==> config.mk <==
export PLATFORM = sky130hd
export DESIGN_NAME = armleocpu_store_unit_flat
export DESIGN_NICKNAME = d
export VERILOG_FILES = /design/src/rtl/armleocpu_defs.sv /design/src/rtl/armleocpu_store_unit_if.sv /design/src/rtl/armleocpu_storegen.sv /design/src/rtl/armleocpu_store_unit.sv /design/src/flat_wrapper.sv
export SDC_FILE = /design/constraint.sdc
export NUM_CORES = 1
export LEC_CHECK = 0
export CAP_MARGIN = 20
export CORE_MARGIN = 2
export CORE_UTILIZATION = 50
export CTS_BUF_LIST = sky130_fd_sc_hd__clkbuf_4
export DETAILED_ROUTE_END_ITERATION = 10
export PLACE_DENSITY = 0.81
export SETUP_SLACK_MARGIN = 0.4
export SLEW_MARGIN = 20
export SYNTH_ARGS = -nofsm -noshare
export SYNTH_HDL_FRONTEND = slang
export SYNTH_SLANG_ARGS = --single-unit
==> constraint.sdc <==
create_clock -name clk -period 11.2 [get_ports clk]
set_input_delay 3.36 -clock clk [delete_from_list [all_inputs] [get_ports clk]]
set_output_delay 3.36 -clock clk [all_outputs]
set_load 0.02 [all_outputs]
==> src/rtl/armleocpu_defs.sv <==
// rtl/armleocpu_defs.sv - shared load/store type encodings and store-queue entry type
//
// Purpose: funct3 encodings for loads and stores used across the memory
// pipeline, plus the packed layout of one store-queue entry.
// Ports: none (package).

package armleocpu_defs;

  // Load encodings (funct3)
  localparam logic [2:0] LOAD_BYTE          = 3'b000;
  localparam logic [2:0] LOAD_HALF          = 3'b001;
  localparam logic [2:0] LOAD_WORD          = 3'b010;
  localparam logic [2:0] LOAD_BYTE_UNSIGNED = 3'b100;
  localparam logic [2:0] LOAD_HALF_UNSIGNED = 3'b101;

  // Store encodings (funct3)
  localparam logic [2:0] STORE_BYTE = 3'b000;
  localparam logic [2:0] STORE_HALF = 3'b001;
  localparam logic [2:0] STORE_WORD = 3'b010;

  // One queued write, already lane-positioned so the memory side never
  // has to look at the original request again.
  typedef struct packed {
    logic [29:0] wordAddr;
    logic [31:0] wdata;
    logic [3:0]  wstrb;
  } storeEntry_t;

endpackage

==> src/rtl/armleocpu_store_unit_if.sv <==
// rtl/armleocpu_store_unit_if.sv - request and memory-write handshake bundle
//
// Purpose: groups the store request channel (core -> unit) and the memory
// write channel (unit -> memory).
// Signals:
//   req_valid/req_ready/req_addr/req_type/req_data : store request handshake
//   mem_valid/mem_ready/mem_addr/mem_wdata/mem_wstrb : word write to memory
// Modports:
//   master : the core/memory side (drives requests, accepts writes)
//   slave  : the store unit

interface armleocpu_store_unit_if;

  logic        req_valid;
  logic        req_ready;
  logic [31:0] req_addr;
  logic [2:0]  req_type;
  logic [31:0] req_data;

  logic        mem_valid;
  logic        mem_ready;
  logic [31:0] mem_addr;
  logic [31:0] mem_wdata;
  logic [3:0]  mem_wstrb;

  modport master (
    output req_valid,
    input  req_ready,
    output req_addr,
    output req_type,
    output req_data,
    input  mem_valid,
    output mem_ready,
    input  mem_addr,
    input  mem_wdata,
    input  mem_wstrb
  );

  modport slave (
    input  req_valid,
    output req_ready,
    input  req_addr,
    input  req_type,
    input  req_data,
    output mem_valid,
    input  mem_ready,
    output mem_addr,
    output mem_wdata,
    output mem_wstrb
  );

endinterface

==> src/rtl/armleocpu_storegen.sv <==
// rtl/armleocpu_storegen.sv - combinational lane, strobe and error generation for stores
//
// Purpose: turns a right-aligned store request into lane-positioned write
// data and byte strobes, and classifies it as unknown or misaligned.
// Ports:
//   addrLow     in  2   low address bits (byte offset within the word)
//   storeType   in  3   funct3 store type
//   storeData   in  32  right-aligned store data
//   wdata       out 32  data shifted into its byte lanes
//   wstrb       out 4   byte-lane enables
//   misaligned  out 1   known type whose address is not naturally aligned
//   unknownType out 1   storeType is not byte/half/word

module armleocpu_storegen
  import armleocpu_defs::*;
(
  input  logic [1:0]  addrLow,
  input  logic [2:0]  storeType,
  input  logic [31:0] storeData,
  output logic [31:0] wdata,
  output logic [3:0]  wstrb,
  output logic        misaligned,
  output logic        unknownType
);

  always_comb begin
    wstrb       = 4'b0000;
    misaligned  = 1'b0;
    unknownType = 1'b0;
    // Shift regardless of type so unused lanes are still deterministic.
    wdata       = storeData << {addrLow, 3'b000};
    case (storeType)
      STORE_BYTE: begin
        wstrb = 4'b0001 << addrLow;
      end
      STORE_HALF: begin
        wstrb      = 4'b0011 << addrLow;
        misaligned = addrLow[0];
      end
      STORE_WORD: begin
        wstrb      = 4'b1111;
        misaligned = (addrLow != 2'b00);
      end
      default: begin
        // Unknown type wins; misaligned stays low.
        unknownType = 1'b1;
      end
    endcase
  end

endmodule

==> src/rtl/armleocpu_store_unit.sv <==
// rtl/armleocpu_store_unit.sv - store queue between the core and the memory write port
//
// Purpose: accepts store requests, rejects unknown/misaligned ones with a
// one-cycle error pulse, and queues the rest as word writes drained in order.
// Ports:
//   clk                in  1  clock, rising edge
//   rst                in  1  asynchronous active-high reset
//   bus                slave  request and memory-write handshakes
//   store_missaligned  out 1  pulse the cycle after a misaligned store is accepted
//   store_unknown_type out 1  pulse the cycle after an unknown-type store is accepted
//   store_empty        out 1  queue holds no pending writes

module armleocpu_store_unit
  import armleocpu_defs::*;
#(
  parameter int DEPTH = 2
) (
  input  logic                 clk,
  input  logic                 rst,
  armleocpu_store_unit_if.slave bus,
  output logic                 store_missaligned,
  output logic                 store_unknown_type,
  output logic                 store_empty
);

  // DEPTH must be a power of two so the pointers wrap by plain overflow.
  localparam int PTR_W = (DEPTH > 1) ? $clog2(DEPTH) : 1;
  localparam logic [PTR_W:0] DEPTH_CNT = (PTR_W + 1)'(DEPTH);

  logic [PTR_W-1:0] rdPtr;
  logic [PTR_W-1:0] wrPtr;
  logic [PTR_W:0]   count;

  logic full;
  logic empty;
  logic accept;
  logic push;
  logic pop;

  logic [31:0] genWdata;
  logic [3:0]  genWstrb;
  logic        genMisaligned;
  logic        genUnknown;

  storeEntry_t entries [DEPTH];
  storeEntry_t headEntry;

  armleocpu_storegen u_storegen (
    .addrLow     (bus.req_addr[1:0]),
    .storeType   (bus.req_type),
    .storeData   (bus.req_data),
    .wdata       (genWdata),
    .wstrb       (genWstrb),
    .misaligned  (genMisaligned),
    .unknownType (genUnknown)
  );

  assign full  = (count == DEPTH_CNT);
  assign empty = (count == '0);

  // Ready depends only on occupancy, so a pop in the same cycle never
  // opens a slot for a request while full.
  assign bus.req_ready = !full;
  assign accept        = bus.req_valid && !full;
  assign push          = accept && !genMisaligned && !genUnknown;
  assign pop           = !empty && bus.mem_ready;

  assign store_empty   = empty;
  assign bus.mem_valid = !empty;

  assign headEntry     = entries[rdPtr];
  assign bus.mem_addr  = {headEntry.wordAddr, 2'b00};
  assign bus.mem_wdata = headEntry.wdata;
  assign bus.mem_wstrb = headEntry.wstrb;

  always_ff @(posedge clk or posedge rst) begin
    if (rst) begin
      rdPtr              <= '0;
      wrPtr              <= '0;
      count              <= '0;
      store_missaligned  <= 1'b0;
      store_unknown_type <= 1'b0;
    end else begin
      if (push) begin
        wrPtr <= wrPtr + 1'b1;
      end
      if (pop) begin
        rdPtr <= rdPtr + 1'b1;
      end
      if (push && !pop) begin
        count <= count + 1'b1;
      end else if (pop && !push) begin
        count <= count - 1'b1;
      end
      store_missaligned  <= accept && genMisaligned;
      store_unknown_type <= accept && genUnknown;
    end
  end

  // Entry payload needs no reset: it is only observed while count says valid.
  always_ff @(posedge clk) begin
    if (push) begin
      entries[wrPtr] <= '{wordAddr: bus.req_addr[31:2], wdata: genWdata, wstrb: genWstrb};
    end
  end

endmodule

==> src/flat_wrapper.sv <==
// flat-port wrapper written by rule: the top's interface ports become plain ports
module armleocpu_store_unit_flat import armleocpu_defs::*;
#(
  parameter int DEPTH = 2
)
  (clk, rst, store_missaligned, store_unknown_type, store_empty, bus_req_valid, bus_req_ready, bus_req_addr, bus_req_type, bus_req_data, bus_mem_valid, bus_mem_ready, bus_mem_addr, bus_mem_wdata, bus_mem_wstrb);
  armleocpu_store_unit_if bus_i ();
  input  logic clk;
  input  logic rst;
  output logic store_missaligned;
  output logic store_unknown_type;
  output logic store_empty;
  input wire logic [$bits(bus_i.req_valid)-1:0] bus_req_valid;
  output wire logic [$bits(bus_i.req_ready)-1:0] bus_req_ready;
  input wire logic [$bits(bus_i.req_addr)-1:0] bus_req_addr;
  input wire logic [$bits(bus_i.req_type)-1:0] bus_req_type;
  input wire logic [$bits(bus_i.req_data)-1:0] bus_req_data;
  output wire logic [$bits(bus_i.mem_valid)-1:0] bus_mem_valid;
  input wire logic [$bits(bus_i.mem_ready)-1:0] bus_mem_ready;
  output wire logic [$bits(bus_i.mem_addr)-1:0] bus_mem_addr;
  output wire logic [$bits(bus_i.mem_wdata)-1:0] bus_mem_wdata;
  output wire logic [$bits(bus_i.mem_wstrb)-1:0] bus_mem_wstrb;
  assign bus_i.req_valid = bus_req_valid;
  assign bus_req_ready = bus_i.req_ready;
  assign bus_i.req_addr = bus_req_addr;
  assign bus_i.req_type = bus_req_type;
  assign bus_i.req_data = bus_req_data;
  assign bus_mem_valid = bus_i.mem_valid;
  assign bus_i.mem_ready = bus_mem_ready;
  assign bus_mem_addr = bus_i.mem_addr;
  assign bus_mem_wdata = bus_i.mem_wdata;
  assign bus_mem_wstrb = bus_i.mem_wstrb;
  armleocpu_store_unit #(.DEPTH(DEPTH)) u_core (.clk(clk), .rst(rst), .bus(bus_i), .store_missaligned(store_missaligned), .store_unknown_type(store_unknown_type), .store_empty(store_empty));
endmodule
==> flow_results.org, run 1 <==
** Timing
- Slew margin rel. :: 0.403
- At the pin with the least slew margin, the transition time is 896 ps.
- Setup violations remaining at the end of the flow were counted as 0.
- Final Slew Violations :: 0
- Achievable Freq :: 163 MHz
- The final count of hold timing violations was 0.
- Of the available clock period, the critical path in the final layout requires 0.548.
- Setup_tns :: 0 ps
- Final Skew :: about 12 ps
- The smallest clock period supported by the final layout is computed as 6140 ps.
- Setup repair after global routing missed its margin :: false

** Die
- The floorplan step defined a core boundary enclosing around 0.011 mm².
- Die Y :: 111 µm
- The initial utilization of the core area, before any placement, comes to 0.506.
- In this run the count of I/O pins placed on the die edge is ~140.
- Die Wd :: 111 µm
- Number of placement rows :: 39
- The die covers ~0.012 mm².

** Critical path
- STA puts the critical path data arrival time at approximately 2800 ps.
- The worst setup path is captured at a primary output.
- Stage delay of the slowest cell on the critical path :: 660 ps
- Delay-heaviest family, CP :: buffers and inverters
- Setup Crit Path Kind :: reg -> out
- Startpoint type of the worst setup path :: flop
- Data required, critical path :: a little under 8000 ps
- Cell type of the slowest stage on the worst timing path :: sky130_fd_sc_hd__dfrtp_2
- The number of buffers and inverters on the critical path is 2.
- Critical-path maximum fanout :: 49
- Critical Path, Cell by Cell :: buf_4, mux2_2, clkdlybuf4s50_1

** Place
- Routability-driven placement finished with a final weighted congestion of 0.898.
- Total of buffers placed on input and output ports :: ~140
- Once placement completed, the tool counted placed cells totaling between 600 and 700.
- Detail Placement HPWL :: about 7.3 mm

** Synthesis
- For this run, the leading register cell type out of synthesis is sky130_fd_sc_hd__edfxtp_1.
- Most numerous cell types in the synthesized netlist :: 132 x sky130_fd_sc_hd__edfxtp_1, 66 x sky130_fd_sc_hd__mux2_2, 16 x sky130_fd_sc_hd__mux2i_1, 13 x sky130_fd_sc_hd__a21oi_1, 12 x sky130_fd_sc_hd__nor2_1
- Number of storage elements in the synthesis netlist :: around 140
- By area the synthesized netlist is led by sky130_fd_sc_hd__edfxtp_1 69%, sky130_fd_sc_hd__mux2_2 13%, sky130_fd_sc_hd__mux2i_1 2.8%.
- Synthesized instance count :: 340
- For this run, the number of Yosys warnings is 0.
- Synth Cell Area :: approximately 0.0057 mm²
- Post-synth EDFFs :: ~130
- The number of different library cells used by synthesis comes to 36.
- Share of synthesized registers carrying an async set or reset :: 0.0435
- The synthesized design spends more area on one cell type than any other, namely sky130_fd_sc_hd__edfxtp_1.
- The share of synthesized area in the top cell type comes to 0.695.
- Sequential element share of the synthesized area :: 0.721
- Cell with the most instances after synthesis :: sky130_fd_sc_hd__edfxtp_1
- Mean cell area of the mapped netlist :: between 15 and 20 µm²

** Detailed routing
- After detailed routing, the average wire length per cell comes to 17.5 µm.
- Remaining design rule violation count :: 0
- After detailed routing, the number of vias per cell comes to roughly 5.2.
- DRC violation total after the first TritonRoute iteration :: about 160
- After detailed routing, the total wire length is between 10 and 15 mm.
- First-pass DRT Iterations :: 5
- The final route contains 3354 vias.
- Routed Antenna Nets :: 0

** Finish
- Multi-input gate area :: 0.00149 mm²
- For this run, the share of the core covered by cells in the final layout is 0.671.
- Growth of design area from synthesis to finish :: 32.6%
- Of the cells placed in the final design, the portion with a size suffix greater than 1 is 0.208.
- The finished layout holds 642 standard cells, fillers aside.
- NumNets Final :: between 500 and 600
- The filler cells instantiated in the layout total 816.
- The sequential cells in the finished layout cover a total of 0.00412 mm².
- Ant diodes :: 0

** Clocking
- TritonCTS built the clock tree.
- The number of gates resized after CTS was 0.
- Clock slew at the register clock pins of the worst setup and hold paths :: 110 ps
- CTS Buf Count :: 17
- CTS built an H-tree with a depth of 4.
- Counting every sink on the clock net gives between 100 and 150.
- Hold repair after CTS inserted 0 buffers.
- The root buffer cell chosen for the clock tree is sky130_fd_sc_hd__clkbuf_4.
- The later pin in the worst-skew pair is clocked with a latency of 500 ps.
- The longest clock path from root to sink contains 2 buffers.
- Post-CTS setup-driven buffer insertion count :: 0

** Outcome
- The flow ran to the end, and the final reports show no timing, DRC or antenna violations.

** Power
- Across the VDD grid, the largest voltage drop is roughly 150 µV.
- P per Cell Area :: roughly 210 mW/mm²
- Reported leakage power :: 2.61 nW

** Global route
- The number of global-route vias before repair was 3477.
- Maximum number of pins on one net before global-route repair :: 67
- The first global-routing pass estimated between 15 and 20 mm of wire.
- Global router's overall resource usage :: 0.187
- The number of antenna violations at the first check in global routing came to 0.
- Total overflow reported by the global router :: 0

** Run
- Max-cap violation count :: 0

** Hold path
- Min-delay worst type :: reg -> reg
==> cells in the final DEF (no fill, tap or decap), drive strengths merged, types with 2 or more instances in the layout <==
cell           Yosys  layout
clkdlybuf4s50      0     140
edfxtp           132     132
mux2              66      66
clkbuf             3      17
mux2i             16      16
a21oi             13      13
nor2              12      12
nor2b             10      10
nand2             10      10
o21ai              9       9
a211oi             8       8
and2               8       8
clkinv             0       7
dfrtp              6       6
inv                5       5
bufinv             0       5
buf               16       5
xnor2              3       3
nand2b             3       3
clkinvlp           0       3
nand3b             2       2
o22ai              2       2
xor2               2       2
conb               1       2
==> worst register-to-register path: stages, from the launching register on <==
cell,delay (ps)
sky130_fd_sc_hd__dfrtp_1,420
sky130_fd_sc_hd__nor2b_1,180
sky130_fd_sc_hd__or4_4,460
sky130_fd_sc_hd__nor2_4,90
sky130_fd_sc_hd__buf_4,670
==> registers in the layout, indices dropped and copies added (netlist names) <==
name                       count
u_core.count                   2
u_core.entries               132
u_core.rdPtr                   1
u_core.store_missaligned       1
u_core.store_unknown_type      1
u_core.wrPtr                   1
==> cell families (layout without fill, tap and decap cells) <==
logic type / Yosys count / in the layout / share of synthesized area
and+or+nand+nor: 52 / 52 / 0.0489
muxes: 82 / 82 / 0.158
AOI/OAI and AO/OA: 37 / 37 / 0.0397
buffers and inverters: 24 / 182 / 0.0215
DFF: 138 / 138 / 0.721
xor gates and xnor gates: 5 / 5 / 0.00768
other: 1 / 2 / 0.000657
adders and majority gates: 1 / 1 / 0.00219
==> power breakdown <==
group / total [mW] / internal (mW) / switching (mW)
Combinational: 0.538 / 0.276 / 0.262
Sequential: 0.649 / 0.621 / 0.0281
Clock: 0.365 / 0.196 / 0.170
Total: 1.55 / 1.09 / 0.460
==> layout make-up <==
type | count | area share
well taps | 143 | 0.0236
repair buffers | 145 | 0.190
flip-flops and latches | 138 | 0.544
inverters | 5 | 0.00248
clock inverters | 15 | 0.0271
clock buffers | 17 | 0.0169
multi-input cells | 179 | 0.196
==> stage by stage <==
step                power, mW  cell area (µm²)  worst slack (ps)  hold slack (ps)
floorplan               0.976             5710              1900              448
global placement         1.20             7230              5380              468
detailed placement       1.20             7230              5330              492
CTS                      1.57             7570              4960              505
global route             1.62             7570              4860              521
finish                   1.55             7570              5060              503
==> path summary, 6_finish.rpt <==
| path | from | end | slack [ps] | cells past startpoint |
|---|---|---|---|---|
| setup reg to reg | u_core.count[1] | u_core.entries[0][11] | 8960 | 4 |
| hold / removal | u_core.count[1] | u_core.count[1] | 500 | 1 |
| min in group asynchronous | rst | u_core.count[0] | 3050 | 2 |
| setup / recovery | u_core.rdPtr | bus_mem_wdata[16] | 5060 | 3 |
| hold reg to reg | u_core.count[1] | u_core.count[1] | 500 | 1 |
| max in group asynchronous | rst | u_core.rdPtr | 7940 | 2 |
==> layer usage <==
metal  routed length [µm]  up-vias  GRT usage  share of wire
met2                 5720      121      0.310           0.51
met3                  577        4     0.0487          0.051
met5                    0        -          0              0
li1                     -     1590          -              -
met4                   76        0     0.0667         0.0068
met1                 4840     1639      0.239           0.43
No activity file was read; power rests on OpenSTA's default activity.
==> inputs of run 2 (changes only) <==
- clock period: 11.2 -> 5.7 ns (I/O delays scaled with it)
==> run 2 against run 1 <==
  * Critical endpoint is now bus_mem_wdata[12]
  * Clock power up 75%
  * Via count up 0.78%
  * Hold slack better by 23 ps
  * Highest routed layer unchanged
  * Total power up 92%
  * Setup slack worse by 3600 ps
  * Register-to-register slack worse by 5600 ps
  * Largest power group unchanged
  * Clock skew up 7.9 ps
  * Sequential cell count unchanged
  * Wire length down 1.1%
  * Sequential power up 97%
==> flow_results.org, run 2 (same netlist as run 1, synthesis figures left out) <==
** Finish
- In the layout the commonest cells are 140 x sky130_fd_sc_hd__clkdlybuf4s50_1, 132 x sky130_fd_sc_hd__edfxtp_1, 66 x sky130_fd_sc_hd__mux2_2.
- Largest registers in the final layout :: u_core.entries (132), u_core.count (2)
- The multi-input combinational cells in the finished layout cover a total of 0.00149 mm².
- Max reg flops :: 132
- Fraction of layout cells with a size suffix above 1 :: 0.221
- The number of antenna diodes in the final layout is 0.
- After the last flow step, the layout net total stands at approximately 560.
- Leaving out fill and tap cells, the most frequent cell in the layout is sky130_fd_sc_hd__clkdlybuf4s50_1.
- Growth of design area from synthesis to finish :: 32.5%
- Largest reg by FF count :: u_core.entries
- Final-layout fill cell count :: 829
- The sequential cells in the finished layout cover a total of 0.00412 mm².
- For this run, the share of the core covered by cells in the final layout is 0.671.

** Die
- The total area inside the core boundary comes to ~0.011 mm².
- Number of placement rows :: 39
- Initial Utilization :: 0.506
- Boundary Pins :: approximately 140
- The die is 111 µm wide.
- Measured along the y axis, the die boundary spans about 110 µm.
- Die area :: ~0.012 mm²

** Power
- Summed over all cells, the static leakage comes to about 2.6 nW.
- Internal :: between 2 and 2.5 mW
- Power spread over the standard cell area amounts to roughly 400 mW/mm².
- Of the total power, the share spent switching nets is 0.314.
- Of the total power, registers draw 0.428.
- In this run the power spent charging and discharging nets is 936 µW.
- Of the total power, the clock network draws 0.213.
- The share of total power dissipated in combinational logic is 0.358.
- Peak ir drop on the vdd network :: between 200 and 250 µV

** Critical path
- Critical-path maximum fanout :: 27
- Cell type of the slowest stage on the worst timing path :: sky130_fd_sc_hd__dfrtp_2
- Data on the critical path arrives at its endpoint at 2580 ps.
- The startpoint identified for the worst register-to-register timing path is u_core.count[1].
- Counting both buffers and inverters, the worst setup path holds a total of 2.
- Worst setup path startpoint :: u_core.rdPtr
- The worst setup path is launched from a flop.
- The worst setup path is of the reg -> out kind.
- Data required, critical path :: about 4000 ps
- Delay-heaviest family, CP :: buffers and inverters
- Traced cell by cell, the critical path runs through buf_4, mux2_2, clkdlybuf4s50_1.
- On the worst path, the slowest cell contributes a delay of 690 ps.
- CP Capture Type :: primary output

** Detailed routing
- In this run, the number of DRC markers left after iteration 0 of detailed routing was 181.
- Dividing the detail-routed wire length by the instance count gives around 17 µm.
- Dividing the detail-routed via count by the number of cells gives between 5 and 6.
- DRT Wirelength :: between 10 and 15 mm
- After detailed routing, the number of remaining DRC violations is 0.
- The routed layout has around 3400 vias.
- Routed Antenna Nets :: 0
- Before antenna repair, the detailed router went through 5 iterations.

** Clocking
- Clock tree synthesis inserted a total of 17 buffers.
- Worst-Skew Late Latency :: approximately 500 ps
- Clock slew at the register clock pins of the worst setup and hold paths :: 120 ps
- The H-tree generated during clock tree synthesis spans 4 levels.
- TritonCTS built the clock tree.
- Buffers added to address setup during post-CTS repair amount to 0.
- Hold-fix buffers, CTS :: 0
- Sink count of the clock tree :: 138
- Clock tree synthesis selected as its root buffer the cell sky130_fd_sc_hd__clkbuf_4.
- Number of gates given a new drive strength after cts :: 0
- In this run the deepest clock path goes through 2 buffers.

** Timing
- Slew at the pin closest to its max-slew limit :: roughly 850 ps
- Total setup violations reported at the end of the flow :: 0
- Setup repair after global routing left no endpoint under its margin.
- In the finished design, the share of the clock period the worst path needs comes to 0.752.
- In this run the tightest slew margin relative to its limit is 0.436.
- Achievable Freq :: roughly 230 MHz
- Across the routed clock network, the largest skew measured is 19.6 ps.
- The smallest clock period supported by the final layout is computed as around 4300 ps.
- For the final routed database, the setup TNS stands at 0 ps.
- Final Slew Violations :: 0
- Fin. Hold Viols :: 0

** Global route
- Global router's overall resource usage :: 0.184
- Entering global routing, the biggest net connects 50 pins.
- Total overflow reported by the global router :: 0
- Number of antenna violations at the first check in global routing :: 0
- The first global-routing pass estimated around 17 mm of wire.
- Vias in the first global route :: around 3300

** Place
- After legalization and detailed placement, the total HPWL measured just under 8 mm.
- Total of buffers placed on input and output ports :: between 100 and 150
- The congestion estimate from routability-driven global placement came to ~0.83.

** Hold path
- The tightest min-delay check is of the reg -> reg type.
- In this run the most critical hold path is launched from u_core.count[1].

** Run
- Max-cap violations in this run came to 0.

** Outcome
- Result of the run :: finished clean
==> run 2: cell count changes in the layout (fill, tap and decap cells not counted), moves of 3 or more <==
cell / change
sky130_fd_sc_hd__clkinv_4: +5
sky130_fd_sc_hd__clkinv_1: -4
sky130_fd_sc_hd__inv_6: +4
sky130_fd_sc_hd__buf_4: +3
sky130_fd_sc_hd__bufinv_16: -3
sky130_fd_sc_hd__clkinvlp_4: -3
==> run 2: through the flow <==
stage               power [mW]  worst slack [ps]  instance area [µm²]  hold WS (ps)  std cells
global route              3.12              1220                 7560           530        645
floorplan                 1.92              1060                 5720           448        341
finish                    2.98              1410                 7560           525        645
global placement          2.36              1400                 7260           469        613
detailed placement        2.38              1320                 7260           502        613
CTS                       3.02              1310                 7560           527        645
==> run 2: layout make-up <==
class,instances,share of cell area
Clock buffer,18,0.0179
Clock inverter,14,0.0215
Inverter,5,0.00248
Multi-Input combinational cell,179,0.197
Sequential cell,138,0.544
Tap cell,143,0.0237
Timing Repair Buffer,148,0.193
==> run 2: power groups by stage <==
stage	combinational (mW)	clock [mW]	sequential, mW
finish	1.07	0.637	1.28
global route	1.13	0.704	1.29
CTS	1.08	0.659	1.28
detailed placement	1.08	0	1.30
global placement	1.07	0	1.30
floorplan	0.645	0	1.27
==> run 2: final timing paths <==
check	end	slack, ps	cells past startpoint
worst max-delay path	bus_mem_wdata[12]	1410	3
worst min register to register	u_core.count[1]	530	1
worst max register to register	u_core.entries[0][21]	3330	4
max in group asynchronous	u_core.rdPtr	4080	2
worst min-delay path	u_core.count[1]	530	1
min in group asynchronous	u_core.count[0]	1410	2
==> run 2: per-layer routing <==
| layer | GRT usage | vias up | share of wire |
|---|---|---|---|
| li1 | - | 1596 | - |
| met1 | 0.246 | 1649 | 0.43 |
| met4 | 0.0708 | 0 | 0.014 |
| met5 | 0 | - | 0 |
| met2 | 0.297 | 125 | 0.51 |
| met3 | 0.0426 | 10 | 0.051 |
